==> src/rtl/vga_text_pkg.sv <==
// Shared constants and state encoding for the VGA text buffer
// (used by both the writer and the scan-out side).
package vga_text_pkg;

  localparam int          COLS   = 70;
  localparam int          ROWS   = 30;
  localparam int          CELLS  = COLS * ROWS;
  localparam logic [7:0]  BLANK  = 8'h20;

  localparam logic [7:0]  LF     = 8'h0A;
  localparam logic [7:0]  CR     = 8'h0D;
  localparam logic [7:0]  BS     = 8'h08;
  localparam logic [7:0]  FF     = 8'h0C;

  typedef enum logic [2:0] {
    ST_CLEAR_ALL,
    ST_IDLE,
    ST_PUT,
    ST_SCROLL,
    ST_CLR_ROW
  } state_e;

  function automatic logic is_printable(input logic [7:0] c);
    return (c >= 8'h20) && (c <= 8'h7E);
  endfunction

endpackage

==> src/rtl/vga_text_writer_if.sv <==
// Byte stream, character RAM port and cursor position of the text writer.
// master = byte source / RAM environment, slave = the writer.
interface vga_text_writer_if;

  logic        char_valid;
  logic [7:0]  char_data;
  logic        char_ready;
  logic        wr_en;
  logic [11:0] wr_addr;
  logic [7:0]  wr_data;
  logic [11:0] rd_addr;
  logic [7:0]  rd_data;
  logic [6:0]  cursor_x;
  logic [4:0]  cursor_y;

  modport master (
    output char_valid, char_data, rd_data,
    input  char_ready, wr_en, wr_addr, wr_data, rd_addr, cursor_x, cursor_y
  );

  modport slave (
    input  char_valid, char_data, rd_data,
    output char_ready, wr_en, wr_addr, wr_data, rd_addr, cursor_x, cursor_y
  );

endinterface

==> src/rtl/vga_text_cursor.sv <==
// Cursor position plus a running row_base = y*COLS, kept without a multiplier.
module vga_text_cursor #(
  parameter int COLS = vga_text_pkg::COLS,
  parameter int ROWS = vga_text_pkg::ROWS
) (
  input  logic        pclk,
  input  logic        reset_n,
  input  logic        inc_i,
  input  logic        newline_i,
  input  logic        cr_i,
  input  logic        back_i,
  input  logic        home_i,
  output logic [6:0]  x_o,
  output logic [4:0]  y_o,
  output logic [11:0] row_base_o,
  output logic        scroll_req_o,
  output logic        at_origin_o
);

  localparam logic [6:0]  LAST_X = 7'(COLS - 1);
  localparam logic [4:0]  LAST_Y = 5'(ROWS - 1);
  localparam logic [11:0] STRIDE = 12'(COLS);

  logic [6:0]  x_q, x_d;
  logic [4:0]  y_q, y_d;
  logic [11:0] rb_q, rb_d;

  always_comb begin
    x_d  = x_q;
    y_d  = y_q;
    rb_d = rb_q;
    if (home_i) begin
      x_d  = '0;
      y_d  = '0;
      rb_d = '0;
    end else if (inc_i || newline_i) begin
      if (inc_i && (x_q != LAST_X)) begin
        x_d = x_q + 7'd1;
      end else begin
        x_d = '0;
        // On the last row y stays put; the caller scrolls instead.
        if (y_q != LAST_Y) begin
          y_d  = y_q + 5'd1;
          rb_d = rb_q + STRIDE;
        end
      end
    end else if (cr_i) begin
      x_d = '0;
    end else if (back_i) begin
      if (x_q != '0) begin
        x_d = x_q - 7'd1;
      end else if (y_q != '0) begin
        x_d  = LAST_X;
        y_d  = y_q - 5'd1;
        rb_d = rb_q - STRIDE;
      end
    end
  end

  always_ff @(posedge pclk or negedge reset_n) begin
    if (!reset_n) begin
      x_q  <= '0;
      y_q  <= '0;
      rb_q <= '0;
    end else begin
      x_q  <= x_d;
      y_q  <= y_d;
      rb_q <= rb_d;
    end
  end

  assign x_o          = x_q;
  assign y_o          = y_q;
  assign row_base_o   = rb_q;
  assign at_origin_o  = (x_q == '0) && (y_q == '0);
  assign scroll_req_o = (y_q == LAST_Y) && (newline_i || (inc_i && (x_q == LAST_X)));

endmodule

==> src/rtl/vga_text_writer.sv <==
// Writer side of the VGA text buffer: decodes an ASCII byte stream into
// character RAM writes, with wrap, scroll-up and full-screen clear.
module vga_text_writer #(
  parameter int         COLS  = vga_text_pkg::COLS,
  parameter int         ROWS  = vga_text_pkg::ROWS,
  parameter logic [7:0] BLANK = vga_text_pkg::BLANK
) (
  input  logic             pclk,
  input  logic             reset_n,
  vga_text_writer_if.slave bus
);

  import vga_text_pkg::*;

  localparam logic [11:0] N_CELLS  = 12'(COLS * ROWS);
  localparam logic [11:0] N_COPY   = 12'(COLS * ROWS - COLS);
  localparam logic [11:0] N_COLS   = 12'(COLS);

  state_e      state_q;
  logic [11:0] cnt_q;
  logic        wr_en_q;
  logic [11:0] wr_addr_q;
  logic [7:0]  wr_data_q;
  logic [11:0] rd_addr_q;
  logic        copy_q;
  logic [7:0]  put_data_q;
  logic        adv_q;

  logic        accept;
  logic        cmd_inc, cmd_nl, cmd_cr, cmd_back, cmd_home;
  logic [11:0] row_base;
  logic        scroll_req, at_origin;

  assign accept   = (state_q == ST_IDLE) && bus.char_valid;
  assign cmd_inc  = (state_q == ST_PUT) && adv_q;
  assign cmd_nl   = accept && (bus.char_data == LF);
  assign cmd_cr   = accept && (bus.char_data == CR);
  assign cmd_back = accept && (bus.char_data == BS);
  assign cmd_home = (state_q == ST_CLEAR_ALL) && (cnt_q == N_CELLS);

  vga_text_cursor #(.COLS(COLS), .ROWS(ROWS)) u_cursor (
    .pclk        (pclk),
    .reset_n     (reset_n),
    .inc_i       (cmd_inc),
    .newline_i   (cmd_nl),
    .cr_i        (cmd_cr),
    .back_i      (cmd_back),
    .home_i      (cmd_home),
    .x_o         (bus.cursor_x),
    .y_o         (bus.cursor_y),
    .row_base_o  (row_base),
    .scroll_req_o(scroll_req),
    .at_origin_o (at_origin)
  );

  always_ff @(posedge pclk or negedge reset_n) begin
    if (!reset_n) begin
      state_q    <= ST_CLEAR_ALL;
      cnt_q      <= '0;
      wr_en_q    <= 1'b0;
      wr_addr_q  <= '0;
      wr_data_q  <= '0;
      rd_addr_q  <= '0;
      copy_q     <= 1'b0;
      put_data_q <= '0;
      adv_q      <= 1'b0;
    end else begin
      case (state_q)
        ST_CLEAR_ALL: begin
          copy_q <= 1'b0;
          if (cnt_q == N_CELLS) begin
            wr_en_q <= 1'b0;
            cnt_q   <= '0;
            state_q <= ST_IDLE;
          end else begin
            wr_en_q   <= 1'b1;
            wr_addr_q <= cnt_q;
            wr_data_q <= BLANK;
            cnt_q     <= cnt_q + 12'd1;
          end
        end
        ST_IDLE: begin
          wr_en_q <= 1'b0;
          copy_q  <= 1'b0;
          if (accept) begin
            if (is_printable(bus.char_data)) begin
              put_data_q <= bus.char_data;
              adv_q      <= 1'b1;
              state_q    <= ST_PUT;
            end else if (bus.char_data == LF) begin
              if (scroll_req) begin
                cnt_q   <= '0;
                state_q <= ST_SCROLL;
              end
            end else if (bus.char_data == BS) begin
              if (!at_origin) begin
                put_data_q <= BLANK;
                adv_q      <= 1'b0;
                state_q    <= ST_PUT;
              end
            end else if (bus.char_data == FF) begin
              cnt_q   <= '0;
              state_q <= ST_CLEAR_ALL;
            end
          end
        end
        ST_PUT: begin
          wr_en_q   <= 1'b1;
          wr_addr_q <= row_base + {5'd0, bus.cursor_x};
          wr_data_q <= put_data_q;
          copy_q    <= 1'b0;
          if (scroll_req) begin
            cnt_q   <= '0;
            state_q <= ST_SCROLL;
          end else begin
            state_q <= ST_IDLE;
          end
        end
        ST_SCROLL: begin
          // Read runs one cycle ahead; the write of cell k-1 uses the RAM
          // data returned for the read issued on the previous cycle.
          copy_q    <= 1'b1;
          wr_en_q   <= (cnt_q != '0);
          wr_addr_q <= cnt_q - 12'd1;
          if (cnt_q != N_COPY) begin
            rd_addr_q <= cnt_q + N_COLS;
            cnt_q     <= cnt_q + 12'd1;
          end else begin
            cnt_q   <= '0;
            state_q <= ST_CLR_ROW;
          end
        end
        ST_CLR_ROW: begin
          copy_q <= 1'b0;
          if (cnt_q == N_COLS) begin
            wr_en_q <= 1'b0;
            cnt_q   <= '0;
            state_q <= ST_IDLE;
          end else begin
            wr_en_q   <= 1'b1;
            wr_addr_q <= N_COPY + cnt_q;
            wr_data_q <= BLANK;
            cnt_q     <= cnt_q + 12'd1;
          end
        end
        default: state_q <= ST_IDLE;
      endcase
    end
  end

  assign bus.char_ready = (state_q == ST_IDLE);
  assign bus.wr_en      = wr_en_q;
  assign bus.wr_addr    = wr_addr_q;
  assign bus.wr_data    = copy_q ? bus.rd_data : wr_data_q;
  assign bus.rd_addr    = rd_addr_q;

endmodule

==> src/flat_wrapper.sv <==
// flat-port wrapper written by rule: the top's interface ports become plain ports
module vga_text_writer_flat import vga_text_pkg::*;
#(
  parameter int         COLS  = vga_text_pkg::COLS,
  parameter int         ROWS  = vga_text_pkg::ROWS,
  parameter logic [7:0] BLANK = vga_text_pkg::BLANK
)
  (pclk, reset_n, bus_char_valid, bus_char_data, bus_rd_data, bus_char_ready, bus_wr_en, bus_wr_addr, bus_wr_data, bus_rd_addr, bus_cursor_x, bus_cursor_y);
  vga_text_writer_if bus_i ();
  input  logic pclk;
  input  logic reset_n;
  input wire logic [$bits(bus_i.char_valid)-1:0] bus_char_valid;
  input wire logic [$bits(bus_i.char_data)-1:0] bus_char_data;
  input wire logic [$bits(bus_i.rd_data)-1:0] bus_rd_data;
  output wire logic [$bits(bus_i.char_ready)-1:0] bus_char_ready;
  output wire logic [$bits(bus_i.wr_en)-1:0] bus_wr_en;
  output wire logic [$bits(bus_i.wr_addr)-1:0] bus_wr_addr;
  output wire logic [$bits(bus_i.wr_data)-1:0] bus_wr_data;
  output wire logic [$bits(bus_i.rd_addr)-1:0] bus_rd_addr;
  output wire logic [$bits(bus_i.cursor_x)-1:0] bus_cursor_x;
  output wire logic [$bits(bus_i.cursor_y)-1:0] bus_cursor_y;
  assign bus_i.char_valid = bus_char_valid;
  assign bus_i.char_data = bus_char_data;
  assign bus_i.rd_data = bus_rd_data;
  assign bus_char_ready = bus_i.char_ready;
  assign bus_wr_en = bus_i.wr_en;
  assign bus_wr_addr = bus_i.wr_addr;
  assign bus_wr_data = bus_i.wr_data;
  assign bus_rd_addr = bus_i.rd_addr;
  assign bus_cursor_x = bus_i.cursor_x;
  assign bus_cursor_y = bus_i.cursor_y;
  vga_text_writer #(.COLS(COLS), .ROWS(ROWS), .BLANK(BLANK)) u_core (.pclk(pclk), .reset_n(reset_n), .bus(bus_i));
endmodule
==> config.mk <==
export PLATFORM = sky130hd
export DESIGN_NAME = vga_text_writer_flat
export DESIGN_NICKNAME = d
export VERILOG_FILES = /design/src/rtl/vga_text_pkg.sv /design/src/rtl/vga_text_writer_if.sv /design/src/rtl/vga_text_cursor.sv /design/src/rtl/vga_text_writer.sv /design/src/flat_wrapper.sv
export SDC_FILE = /design/constraint.sdc
export NUM_CORES = 1
export LEC_CHECK = 0
export CORE_MARGIN = 2
export CORE_UTILIZATION = 45
export DETAILED_ROUTE_END_ITERATION = 8
export GPL_ROUTABILITY_DRIVEN = 1
export GPL_TIMING_DRIVEN = 0
export PLACE_DENSITY = 0.66
export SYNTH_ARGS = -nofsm -noshare
export SYNTH_HDL_FRONTEND = slang
export SYNTH_SLANG_ARGS = --single-unit
==> constraint.sdc <==
create_clock -name pclk -period 9 [get_ports pclk]
set_clock_uncertainty 0.15 [all_clocks]
set_input_delay 1.8 -clock pclk [delete_from_list [all_inputs] [get_ports pclk]]
set_output_delay 1.8 -clock pclk [all_outputs]
set_load 0.05 [all_outputs]
Word level (Yosys, flattened, before mapping)
Index checks and enable logic that the tools add are counted.
Word-level totals
  register bits: 82
  bits in latches: 0
  bits in writable memories: 0
  bits in read-only memories: 0
  input port bits: 19
  output and inout bits: 46
  word-level logic and storage cells: 159
  memories kept: 0
Cells by class
  add/subtract/negate cells: 11
  multipliers: 0
  div/mod/pow operators: 0
  magnitude comparators: 2
  equal/unequal tests: 33
  shift operators: 0
  mux-type cells: 64
  bitwise operators: 0
  reductions and logical operators: 37
Operators by type and width (number)
  12-bit two-way mux: 19
  12-bit one-hot mux with 5 select lines: 1
  8-bit two-way mux: 7
  7-bit two-way mux: 7
  12-bit one-hot mux with 4 select lines: 1
  5-bit two-way mux: 8
  8-bit by 4-bit equality test with 1-bit output (second input constant): 4
  3-bit two-way mux: 10
  12-bit by 7-bit adder with 12-bit output (second input constant): 2
  8-bit one-hot mux with 3 select lines: 1
  3-bit one-hot mux with 5 select lines: 1
  5-bit nonzero test: 3
  11-bit by 12-bit adder with 12-bit output (first input constant): 1
  12-bit by 1-bit adder with 12-bit output (second input constant): 1
  12-bit by 7-bit adder with 12-bit output: 1
  12-bit equality test (second input constant): 1
  12-bit by 7-bit equality test with 1-bit output (second input constant): 1
  12-bit by 11-bit inequality test with 1-bit output (second input constant): 1
  2-bit inequality test (second input constant): 6
  12-bit nonzero test: 1
  12-bit by 1-bit subtractor with 12-bit output (second input constant): 1
  12-bit by 7-bit subtractor with 12-bit output (second input constant): 1
  1-bit logical AND: 11
  5-bit inequality test (second input constant): 2
  other kinds (36): 55

Logic depth before layout (Yosys ltp)
Gate-level depths: netlist of the first run.
  depth after elaboration: 10
  gate-level depth with buffers: 15
  depth with buffers taken out: 13

Modules after synthesis
From an unflattened synthesis of the first run, not the netlist that was laid out.
Second synthesis, totals
  cells, all modules: 715
  area, all modules: 5999.5 µm²
By module, submodules not included
  vga_text_writer: times used 1, cells each 467, area an instance 3981.3 µm²
  vga_text_cursor: times used 1, cells each 248, area an instance 2018.2 µm²

Worst setup path after synthesis of the first run
No wires, ideal clock.
  kind: input port to flip-flop
  start: input port bus_char_data[2]
  end: register u_core.u_cursor.rb_q[11] (netlist: u_core.u_cursor.row_base_o[11])
  data arrival time: 4.677 ns
  required time: 8.771 ns
  slack: 4.094 ns
  cell stages on the path: 15
  path through: clkbuf_1 nor4b_1 nand3_1 nand2_1 inv_1 buf_1 xnor2_1 ha_1 o211a_1 a31o_2 a41o_1 nor3_1 a21oi_1 o22ai_1 mux2i_1
Between the ends
  cells in the longest elaborated chain, start to end: 5
Ends and longest elaborated chain
  start, declared: RTL line flat_wrapper.sv:13  | input wire logic [$bits(bus_i.char_data)-1:0] bus_char_data;
  8-bit by 4-bit equality test with 1-bit output: RTL line vga_text_writer.sv:36  | assign cmd_nl = accept && (bus.char_data == LF);
  1-bit logical AND: RTL line vga_text_writer.sv:36
  1-bit logical OR: RTL line vga_text_cursor.sv:36  | end else if (inc_i || newline_i) begin
  3-bit by 1-bit inequality test with 1-bit output (no source line) (tied with other cells)
  6-bit AND reduction (no source line) or 12-bit two-way mux (tied branches)
  end signal, assigned: RTL line vga_text_cursor.sv:68  | rb_q <= rb_d;
  end, declared: RTL line vga_text_cursor.sv:26  | logic [11:0] rb_q, rb_d;
Several ways; a longest one is shown, not always the timed one.
A chain may end at the register's enable or synchronous reset.

Worst setup path after layout of the first run
  start: input port bus_char_data[0]
  end: register u_core.u_cursor.rb_q[11] (netlist: u_core.u_cursor.row_base_o[11])
Same word-level chain as after synthesis.

==> results of run 1 <==
==> final cells by class <==
type                       count  area share [%]
sequential                    81            29.6
clock inverter                 4            1.10
clock buffer                  12            3.75
tap                          168            3.07
buffer                        47            2.89
inverter                      23            1.26
multi-input combinational    536            48.9
timing repair buffer          63            9.43
==> metal layers <==
metal / track usage, % / wire (µm) / up-vias
li1: - / - / 2663
met1: 33.3 / 7320 / 2649
met2: 43.0 / 8050 / 180
met3: 3.89 / 809 / 40
met5: 0 / 0 / -
met4: 12.3 / 526 / 0
==> metrics by stage <==
step / worst slack [ns] / cells
finish: 3.38 / 934
global route: 3.12 / 934
CTS: 3.43 / 934
detailed placement: 3.08 / 918
global placement: 3.06 / 917
floorplan: 4.09 / 687
==> flip-flops by register name, indices dropped and copies added (netlist names) <==
signal / cells
u_core.adv_q: 1
u_core.bus.rd_addr: 12
u_core.bus.wr_addr: 12
u_core.bus.wr_en: 1
u_core.cnt_q: 12
u_core.copy_q: 1
u_core.put_data_q: 8
u_core.state_q: 3
u_core.u_cursor.row_base_o: 11
u_core.u_cursor.x_o: 7
u_core.u_cursor.y_o: 5
u_core.wr_data_q: 8
==> critical path: cells and delay by family <==
kind | cells | cell delay (ns)
AOI/OAI and AO/OA | 5 | 1.03
xor gates and xnor gates | 1 | 0.20
adders and majority gates | 1 | 0.26
buffers and inverters | 3 | 0.97
muxes | 1 | 0.20
and+or+nand+nor | 4 | 1.25
==> cells in the mapped netlist (8+ instances only) <==
cell	number
a211oi_1	9
a21oi_1	52
a22o_1	16
a31oi_1	17
and2_1	9
clkbuf_1	38
dfrtp_1	81
ha_1	20
inv_1	23
mux2_2	8
nand2_1	75
nand2b_1	11
nand3_1	24
nand4_1	8
nor2_1	45
nor3_1	15
o21ai_0	68
o22ai_1	12
o31ai_1	9
or3_1	12
xnor2_1	21
xor2_1	9
==> kinds of logic after synthesis <==
kind of cell | after synthesis
and+or+nand+nor | 238
AOI/OAI and AO/OA | 234
DFF | 81
buffers and inverters | 70
xor gates and xnor gates | 30
adders and majority gates | 21
muxes | 12
other | 1
==> report_power, final <==
group | switching, mW | leakage (nW) | internal (mW) | total (mW)
Combinational | 1.08 | 1.70 | 0.603 | 1.69
Sequential | 0.144 | 1.04 | 0.509 | 0.652
Clock | 0.156 | 0.155 | 0.258 | 0.414
Total | 1.38 | 2.89 | 1.37 | 2.75
==> path summary, 6_finish.rpt <==
check	startpoint	endpoint	slack, ns	depth (start not counted)
worst min-delay path	u_core.bus.rd_addr[0]	u_core.bus.rd_addr[0]	0.33	2
worst max-delay path	bus_char_data[0]	u_core.u_cursor.row_base_o[11]	3.38	15
worst min register to register	u_core.bus.rd_addr[0]	u_core.bus.rd_addr[0]	0.33	2
max in group asynchronous	reset_n	u_core.u_cursor.row_base_o[5]	6.85	2
worst max register to register	u_core.state_q[0]	u_core.u_cursor.row_base_o[11]	4.85	15
min in group asynchronous	reset_n	u_core.bus.rd_addr[10]	1.25	1
==> run summary, run 1 <==
Die area: 0.0135 mm²
Vias: 5532
Post-route ant nets: 0
Sequential share of the synthesized area: 35.8%
Worst-margin pin slew: 1.12 ns
Yosys reg bits: 81
XOR/XNOR share of the synthesized area: 4.64%
# IOs: 65
Final instance area: 0.00685 mm²
MaxCap Viol Count: 0
Worst Setup Path Type: in2reg
CTS-repair resized insts: 0
Vias in the first global route: 5336
Fmax: 178 MHz
Commonest non-fill, non-tap cells in the layout: 81 x dfrtp_1, 75 x nand2_1, 68 x o21ai_0, 61 x clkdlybuf4s50_1, 52 x a21oi_1
Crit path max-delay cell type: clkdlybuf4s50_1
Post-synth cell types: 65
CTS Buf Count: 9
Dpl cell area: 0.00652 mm²
Most common cell after layout, fill and taps aside: dfrtp_1
Hold crit path type: reg2reg
Clock tree from TritonCTS: done
Layout Nets: 801
RD Place Congestion: 0.902
Area fraction in compound gates after synthesis: 26.0%
CTS root buf: clkbuf_16
FF+latch area: 0.00203 mm²
Relative max-transition margin: 24.3%
CTS sink count: 81
P_leak: 2.89 nW
Synth area leader: dfrtp_1
Die width: 116 µm
CP max FO: 11
CP endpoint kind: flip-flop
Area taken by multi-input logic gates: 0.00335 mm²
Fin util: 56.3%
Post-DR wirelength/cell: 17.9 µm
Synth Flop Type: dfrtp_1
Post-route minimum period: 5.62 ns
Crit path largest cell delay: 0.51 ns
Post-synth EDFFs: 0
Total Routing Usage GR: 25.9%
Final Max Slew Viols: 0
Initial antenna violation count: 0
Detailed Route Iter0 Violations: 458
# diodes: 0
First-pass GRT wire length: 27.3 mm
Hold_ws: 0.325 ns
CP Cell Sequence: clkdlybuf4s50_1, nor4b_2, nand3_1, nand2_1, inv_1, buf_1, xnor2_1, ha_1, o211a_1, a31o_2, a41o_1, nor3_1, a21oi_1, o22ai_1, mux2i_1
Fraction of layout instances using a drive strength above 1: 6.27%
Mux share of post-synthesis cell area: 2.30%
Starting Density: 46.5%
Fillers: 1159
WP data arrival: 5.75 ns
Synth warn: 0
Largest net degree at the start of global routing: 47
Clock latency on the worst-skew pair: 0.36 ns
Residual DRC count: 0
Setup TNS: 0 ns
Row count: 40
Syn Std Cell Area: 0.00566 mm²
Worst-path clk slew: 0.06 ns
Postcts setup bufs: 0
Port-buffer cells: 62
Cell area power density: 402 mW/mm²
Fin. Hold Viols: 0
Area share of and/or/nand/nor cells after synthesis: 21.4%
Clk buf depth: 2
CP Data Required Time: 9.13 ns
Routed wire length: 16.7 mm
Yosys top cell area share: 35.8%
Post-synthesis async set-or-reset flop share: 100%
Area contributors post-synth: dfrtp_1 36%, o21ai_0 6.0%, nand2_1 5.0%
Grt ovf: 0
VDD IR-drop max: 0.200 mV
Pwr Total: 2.75 mW
Syn_nets: 727
Setup violators final: 0
Startpoint Class: input pin
Outcome: complete, no violations
Setup repair after global routing missed its margin: no
Largest family of logic cells by synthesized area: compound AO/OA/AOI/OAI gates
Die Ht: 116 µm
# hold bufs at CTS: 0
First-pass iteration count of the detailed router: 5
Final period utilization: 62.4%
Syn_area_per_cell: 8.24 µm²
H-tree levels: 3
Post-Synthesis Cells: 687
Vias per inst: 5.92
Area Growth Syn to Fin: 21.0%
Adder-Cell Fraction of Synth Area: 4.78%
Detailed Place HPWL: 12.3 mm
Core ar.: 0.0122 mm²
Note: power is estimated with default switching activity, not from simulation.
==> inputs of run 2 (changes only) <==
clock period = 5.74 ns   (was 9 ns; I/O delays follow)
==> results of run 2 <==
The final DEF is identical to that of run 1. Status: complete, no violations.
Among the figures that moved: setup slack after placement 3.08 ns -> 0.472 ns; setup slack after layout 3.38 ns -> 0.774 ns; register-to-register setup slack 4.85 ns -> 1.59 ns; total power 2.75 mW -> 4.32 mW; worst IR drop on VDD 0.200 mV -> 0.313 mV
==> inputs of run 3 (changes only) <==
GPL_TIMING_DRIVEN = 1   (was 0)
==> run 3 against run 2 <==
First-iteration DRC count decreased by 8.7%. Combinational power decreased by 11%. Sequential share of layout area increased by 0.90 points. Cell count decreased by 4.5%. Cell area decreased by 3.0%. Critical path type unchanged. Largest cell class unchanged. Largest power group unchanged.
==> run summary, run 3 (synthesis gave the netlist of run 1 again) <==
Residual DRC count: 0
# IOs: 65
Most common cell after layout, fill and taps aside: dfrtp_1
Pwr Total: 4.13 mW
Setup violators final: 0
Relative max-transition margin: 26.2%
Flop-to-flop setup slack: 1.60 ns
Clock tree from TritonCTS: done
Clk buf depth: 2
Fin util: 54.6%
# hold bufs at CTS: 0
Largest net degree at the start of global routing: 78
Initial antenna violation count: 0
Post-route insts no fill: 892
MaxCap Viol Count: 0
First-pass iteration count of the detailed router: 5
Die width: 116 µm
CP Data Required Time: 5.86 ns
Worst-margin pin slew: 1.09 ns
Setup TNS: 0 ns
CTS-repair resized insts: 0
Postcts setup bufs: 0
CP endpoint: u_core.u_cursor.row_base_o[11]
Startpoint Class: input pin
Clock latency on the worst-skew pair: 0.35 ns
Setup repair after global routing missed its margin: no
Die area: 0.0135 mm²
Port-buffer cells: 64
Worst r2r path cells: 14
Vias in the first global route: 5137
Grt ovf: 0
Worst r2r src: u_core.state_q[2]
Post-DR wirelength/cell: 17.2 µm
Outcome: complete, no violations
Hold_sp: u_core.bus.rd_addr[3]
Vias: 5254
FF-to-FF End: u_core.u_cursor.row_base_o[11]
Post-route minimum period: 4.86 ns
Commonest non-fill, non-tap cells in the layout: 81 x dfrtp_1, 75 x nand2_1, 68 x o21ai_0, 63 x clkdlybuf4s50_1, 52 x a21oi_1
Area taken by multi-input logic gates: 0.00335 mm²
Total Routing Usage GR: 24.5%
Fin. Hold Viols: 0
CP max FO: 17
CP Cell Sequence: clkdlybuf4s50_1, nor4b_1, nand3_1, nand2_1, buf_4, inv_1, xnor2_1, ha_1, o211a_1, a31o_2, a41o_1, nor3_1, a21oi_1, o22ai_1, mux2i_1
First-pass GRT wire length: 26.0 mm
Starting Density: 46.5%
Vias per inst: 5.89
Hold crit path type: reg2reg
CTS sink count: 81
Fillers: 1123
CTS Buf Count: 9
Dpl cell area: 0.00635 mm²
FF+latch area: 0.00203 mm²
Worst Setup Path Type: in2reg
H-tree levels: 3
Crit path max-delay cell type: clkdlybuf4s50_1
VDD IR-drop max: 0.321 mV
Crit path largest cell delay: 0.56 ns
Final instance area: 0.00664 mm²
Final Max Slew Viols: 0
Detailed Route Iter0 Violations: 418
Die Ht: 116 µm
P_leak: 2.82 nW
DP Cell Count: 877
Fraction of layout instances using a drive strength above 1: 6.08%
Layout Nets: 760
RD Place Congestion: 0.926
Worst-path clk slew: 0.06 ns
Crit path from: bus_char_data[2]
CP endpoint kind: flip-flop
Fmax: 206 MHz
Area Growth Syn to Fin: 17.4%
Row count: 40
Post-route ant nets: 0
WP data arrival: 4.98 ns
Final period utilization: 84.6%
Cell area power density: 622 mW/mm²
Detailed Place HPWL: 10.9 mm
CTS root buf: clkbuf_16
# diodes: 0
Core ar.: 0.0122 mm²
Routed wire length: 15.3 mm
## run 3: cell count changes in the layout (fill, tap and decap cells not counted), sizes merged
cell,previous run,this run
bufinv,2,1
buf,11,6
clkdlybuf4s50,61,63
clkinvlp,2,0
clkbuf,50,12
clkinv,0,2
## run 3: routing by layer
layer	global-route usage, %	part of all wire [%]
met5	0	0
met4	8.25	2.0
met3	5.71	5.0
met2	40.7	49
met1	31.6	44
## run 3: worst min-delay path by stage
stage,to,slack [ns],cells after the start
floorplan,u_core.put_data_q[7],0.30,1
global placement,u_core.bus.rd_addr[8],0.31,2
detailed placement,u_core.bus.rd_addr[8],0.32,2
CTS,u_core.bus.rd_addr[4],0.33,2
global route,u_core.bus.rd_addr[6],0.35,2
finish,u_core.bus.rd_addr[3],0.32,2
## run 3: stage by stage
stage | hold WS (ns) | setup WS [ns]
5_1_grt | 0.352 | 0.526
3_5_place_dp | 0.319 | 0.566
6_report | 0.323 | 0.883
3_3_place_gp | 0.312 | 0.711
2_1_floorplan | 0.304 | 1.49
4_1_cts | 0.332 | 0.931
## run 3: cell type report
class	count	share of cell area [%]
multi-input cells	536	50.4
clock inverters	3	0.603
repair buffers	69	10.2
clock buffers	12	3.86
flip-flops and latches	81	30.5
inverters	23	1.30
well taps	168	3.16
## run 3: where the power goes
group          internal, mW  switching [mW]  leakage (nW)
clock                 0.356           0.223         0.148
combinational         0.903            1.46          1.64
sequential            0.795           0.393          1.04
total                  2.05            2.08          2.82
## run 3: worst max-delay path, delay by kind of cell
| family | cells | cell delay, ns |
|---|---|---|
| buffers and inverters | 3 | 1.02 |
| multiplexers | 1 | 0.23 |
| adder cells (fa/ha/maj) | 1 | 0.24 |
| XOR/XNOR | 1 | 0.21 |
| AND/OR/NAND/NOR | 4 | 1.09 |
| AO/OA/AOI/OAI | 5 | 1.02 |
==> variant 1, RTL diff (config.mk and constraints of run 1) <==
Reset style: synchronous (`reset_n`), changed in 2 clocked blocks.
--- a/src/rtl/vga_text_cursor.sv
+++ b/src/rtl/vga_text_cursor.sv
@@ -57,7 +57,7 @@
     end
   end
 
-  always_ff @(posedge pclk or negedge reset_n) begin
+  always_ff @(posedge pclk) begin
     if (!reset_n) begin
       x_q  <= '0;
       y_q  <= '0;
--- a/src/rtl/vga_text_writer.sv
+++ b/src/rtl/vga_text_writer.sv
@@ -53,7 +53,7 @@
     .at_origin_o (at_origin)
   );
 
-  always_ff @(posedge pclk or negedge reset_n) begin
+  always_ff @(posedge pclk) begin
     if (!reset_n) begin
       state_q    <= ST_CLEAR_ALL;
       cnt_q      <= '0;
Check against the original RTL: differs if reset_n is asserted again (counterexample within 4 cycles, from zero or initial values and one cycle with reset_n low); with reset_n held inactive, the same outputs for 10 cycles.
==> variant 1 against run 1 <==
- hold slack worse by 0.012 ns
- count of clock-buffer cells in the layout shrank 3
- maximum frequency down 3.1%
- worst setup slack worse by 0.18 ns
- first-iteration DRC count grew 11%
- routed wire length increased by 0.71%
- design area fell by 2.5%
- synthesized area fell by 1.5%
- sequential cell count is the same
- final cell count grew 4.8%
- critical path type unchanged
Power is left out: it rests on default switching activity, and per cell area and clock period it moved more than threefold.
==> variant 1: results (changes against run 1) <==
run status finished clean; Synth Area in Adders 0.04625 (-0.001505); DPL Wire Length 12.48 mm (+1.4%); largest cells by area after synthesis dfxtp_1 (29%), nor2_1 (6.9%), o21ai_0 (4.8%), ha_1 (4.3%), nand2_1 (4.0%); pre-CTS setup slack 2.996 ns (-0.08434 ns); routability congestion estimate 0.9186 (+1.8%); mux share of post-synthesis cell area 0.03278 (+0.009786); complex-gate fraction of the synthesized area 0.2622 (+0.002453); commonest cells in the netlist nor2_1 (103), dfxtp_1 (81), nand2_1 (59), o21ai_0 (53), a21oi_1 (42); global routing usage on met2 0.4369 (+0.006453); wirelength, routed 16.82 mm (+0.71%); CP Data Arrival Time 5.89 ns (+0.14 ns); post-synthesis xor/xnor area fraction 0.04558 (-0.0008524); syn avg cell area 7.592 um^2 (-7.8%); Port Buffers 61 (-1.6%); max_slew headroom 0.2005 (-0.04260); share of layout cells above drive strength 1 0.08261 (+0.01995); Syn Nets 773 (+6.3%); first-pass GRT wire length 27.40 mm (+0.20%); fin nets 845 (+5.5%); Most used DFF post-synth dfxtp_1; maximum clock frequency 172.4 MHz (-3.1%); met1 Usage GRT 0.3360 (+0.002586); register area share after synthesis 0.2910 (-0.06719); largest net degree at the start of global routing 17 (-64%); hold_ws 0.3130 ns (-0.01245 ns); Max stage delay on crit path 0.63 ns (+0.12 ns); GRT Util Overall 0.2611 (+0.001951); vias in the first global route 5448 (+2.1%)
## variant 1: changes by cell type after synthesis, sizes merged, moves of 6 or more
| cell | before | now |
|---|---|---|
| o21ai | 74 | 55 |
| a22o | 16 | 0 |
| nand3 | 24 | 14 |
| or2 | 3 | 9 |
| dfxtp | 0 | 81 |
| o22ai | 12 | 6 |
| dfrtp | 81 | 0 |
| nor3 | 15 | 22 |
| nor2 | 45 | 104 |
| a22oi | 3 | 15 |
| a31oi | 17 | 9 |
| a211oi | 9 | 23 |
| nand2 | 75 | 59 |
## variant 1: worst paths after layout
check / start / end / cells after the start
setup reg to reg: u_core.state_q[0] / u_core.u_cursor.row_base_o[11] / 13
hold reg to reg: u_core.bus.wr_addr[0] / u_core.bus.wr_addr[0] / 2
hold / removal: u_core.bus.wr_addr[0] / u_core.bus.wr_addr[0] / 2
setup / recovery: bus_char_data[0] / u_core.u_cursor.row_base_o[11] / 13
## variant 1: logic make-up (layout without fill, tap and decap cells)
kind of cell / Yosys count / after routing
simple gates: 292 / 292
compound gates: 216 / 216
flops: 81 / 81
buf+inv: 79 / 156
xor+xnor: 29 / 29
fa+ha+maj: 20 / 20
mux: 17 / 17
## variant 1: final cells by class
cell class,count,area [um^2]
well taps,168,210.2
clock buffers,9,225.2
multi-input cells,574,3616
fillers,1162,5384
clock inverters,7,58.81
plain buffers,52,234.0
flip-flops and latches,81,1622
repair buffers,61,610.6
inverters,27,101.3
## variant 1: worst register-to-register path: cells and delay by family (launching register included)
family | cells | cell delay (ns)
flops | 1 | 0.31
mux | 2 | 0.63
compound gates | 4 | 1.10
buf+inv | 3 | 0.70
fa+ha+maj | 1 | 0.31
simple gates | 3 | 1.07
## variant 1: per-stage QoR
step	std cells	area (um^2)
floorplan	734	5573
global placement	963	6394
detailed placement	963	6394
CTS	979	6678
global route	979	6678
finish	979	6678
## variant 1: per-layer routing
layer,up-vias,part of all wire,routed length [um]
met4,0,0.027,452
li1,2815,-,-
met5,-,0,0
met3,40,0.062,1041
met2,228,0.47,7925
met1,2767,0.44,7401
==> variant 2, RTL diff (config.mk and constraints of run 1) <==
Without the edit above. `rb_q` no longer has a reset.
--- a/src/rtl/vga_text_cursor.sv
+++ b/src/rtl/vga_text_cursor.sv
@@ -61,12 +61,14 @@
     if (!reset_n) begin
       x_q  <= '0;
       y_q  <= '0;
-      rb_q <= '0;
     end else begin
       x_q  <= x_d;
       y_q  <= y_d;
-      rb_q <= rb_d;
     end
+  end
+
+  always_ff @(posedge pclk) begin
+    rb_q <= rb_d;
   end
 
   assign x_o          = x_q;
Formal check against the unedited RTL: no difference found for any inputs over 10 cycles, from zero or initial values and one cycle with reset_n low; that may be too few to reach the edited logic, so the function may still have changed.
==> variant 2 against run 1 <==
- count of clock-buffer cells in the layout down 2
- worst setup slack better by 0.12 ns
- total power down 13%
- maximum frequency up 2.3%
- critical path depth up 1
- sequential share of layout area down 1.7 points
- hold slack worse by 0.0016 ns
- routed wire length up 4.7%
- clock power about the same
- sequential cell count unchanged
- synthesized area up 4.1%
- design area up 3.1%
- critical path type unchanged
==> variant 2: results (changes against run 1) <==
GRT Util Overall 0.2561 (-0.003068); global routing usage on met2 0.4277 (-0.002664); CP Data Arrival Time 5.63 ns (-0.12 ns); Final Critical Period 5.494 ns (-0.1243 ns); DPL Wire Length 12.95 mm (+5.3%); r2r setup slk 5.12 ns (+0.27 ns); first-pass GRT wire length 28.72 mm (+5.0%); max_slew headroom 0.3206 (+0.07748); cells after synthesis 722 (+5.1%); largest net degree at the start of global routing 71 (+51%); RR Startpoint u_core.state_q[2]; fin nets 833 (+4.0%); hold_ws 0.3239 ns (-0.001572 ns); DR WL met2 8.419 mm (+4.6%); met1 wire length 7.687 mm (+5.1%); dpl cells 956 (+4.1%); pre-CTS setup slack 3.186 ns (+0.1054 ns); IR drop worst, VDD 0.1879 mV (-6.0%); commonest cells in the netlist nand2_1 (93), dfrtp_1 (70), o21ai_0 (65), nor2_1 (51), a21oi_1 (49); register area share after synthesis 0.3346 (-0.02356); share of layout cells above drive strength 1 0.08000 (+0.01734); initial DRC count 409 (-11%); WL met3 931 um (+15%); DP Area 0.006726 mm^2 (+3.2%); Avg WL per Cell 18.00 um (+0.65%); routability congestion estimate 0.9324 (+3.4%); GR Util met3 0.04006 (+0.001137); vias in the first global route 5600 (+4.9%); Via Count 5881 (+6.3%); met1 Usage GRT 0.3304 (-0.003050); run status finished clean
==> variant 2: power by group <==
| part | internal, W | total (W) | leakage, nW | switching [W] |
|---|---|---|---|---|
| Clock | 0.000252 | 0.000415 | 0.159 | 0.000163 |
| Sequential | 0.000466 | 0.000566 | 1.01 | 0.000100 |
| Combinational | 0.000496 | 0.00142 | 1.76 | 0.000923 |
==> variant 2: worst reg2reg max path, stage by stage (launching register included) <==
cell,delay (ns)
dfrtp_1,0.35
buf_2,0.17
nor3b_2,0.30
nand2_1,0.25
o21ai_2,0.25
buf_6,0.18
inv_2,0.08
buf_2,0.20
xnor2_1,0.15
ha_1,0.23
nor3_1,0.44
nor2_1,0.08
o21ai_0,0.15
mux2i_1,0.11
a22o_1,0.29
a31oi_1,0.24
mux2i_1,0.20
==> variant 2: final timing paths <==
check / depth (start not counted) / to
max: 16 / u_core.u_cursor.row_base_o[11]
min: 2 / u_core.bus.rd_addr[4]
max reg2reg: 16 / u_core.u_cursor.row_base_o[11]
min reg2reg: 2 / u_core.bus.rd_addr[4]
max in group asynchronous: 1 / u_core.bus.wr_addr[10]
min in group asynchronous: 1 / u_core.wr_data_q[3]
==> variant 2: final cells by class <==
class,count,area (um^2)
buffer,54,244.0
clock buffer,10,239.0
clock inverter,6,90.09
fill,1259,5667
inverter,23,86.33
multi-input combinational,564,3591
sequential,81,1972
tap,172,215.2
timing repair buffer,62,618.1
==> variant 2: cells by family after synthesis <==
| family | count (synthesis) | synth area share |
|---|---|---|
| xor+xnor | 27 | 0.04013 |
| buf+inv | 77 | 0.05605 |
| compound gates | 250 | 0.2769 |
| flops | 81 | 0.3346 |
| mux | 12 | 0.02187 |
| fa+ha+maj | 19 | 0.04161 |
| simple gates | 256 | 0.2289 |
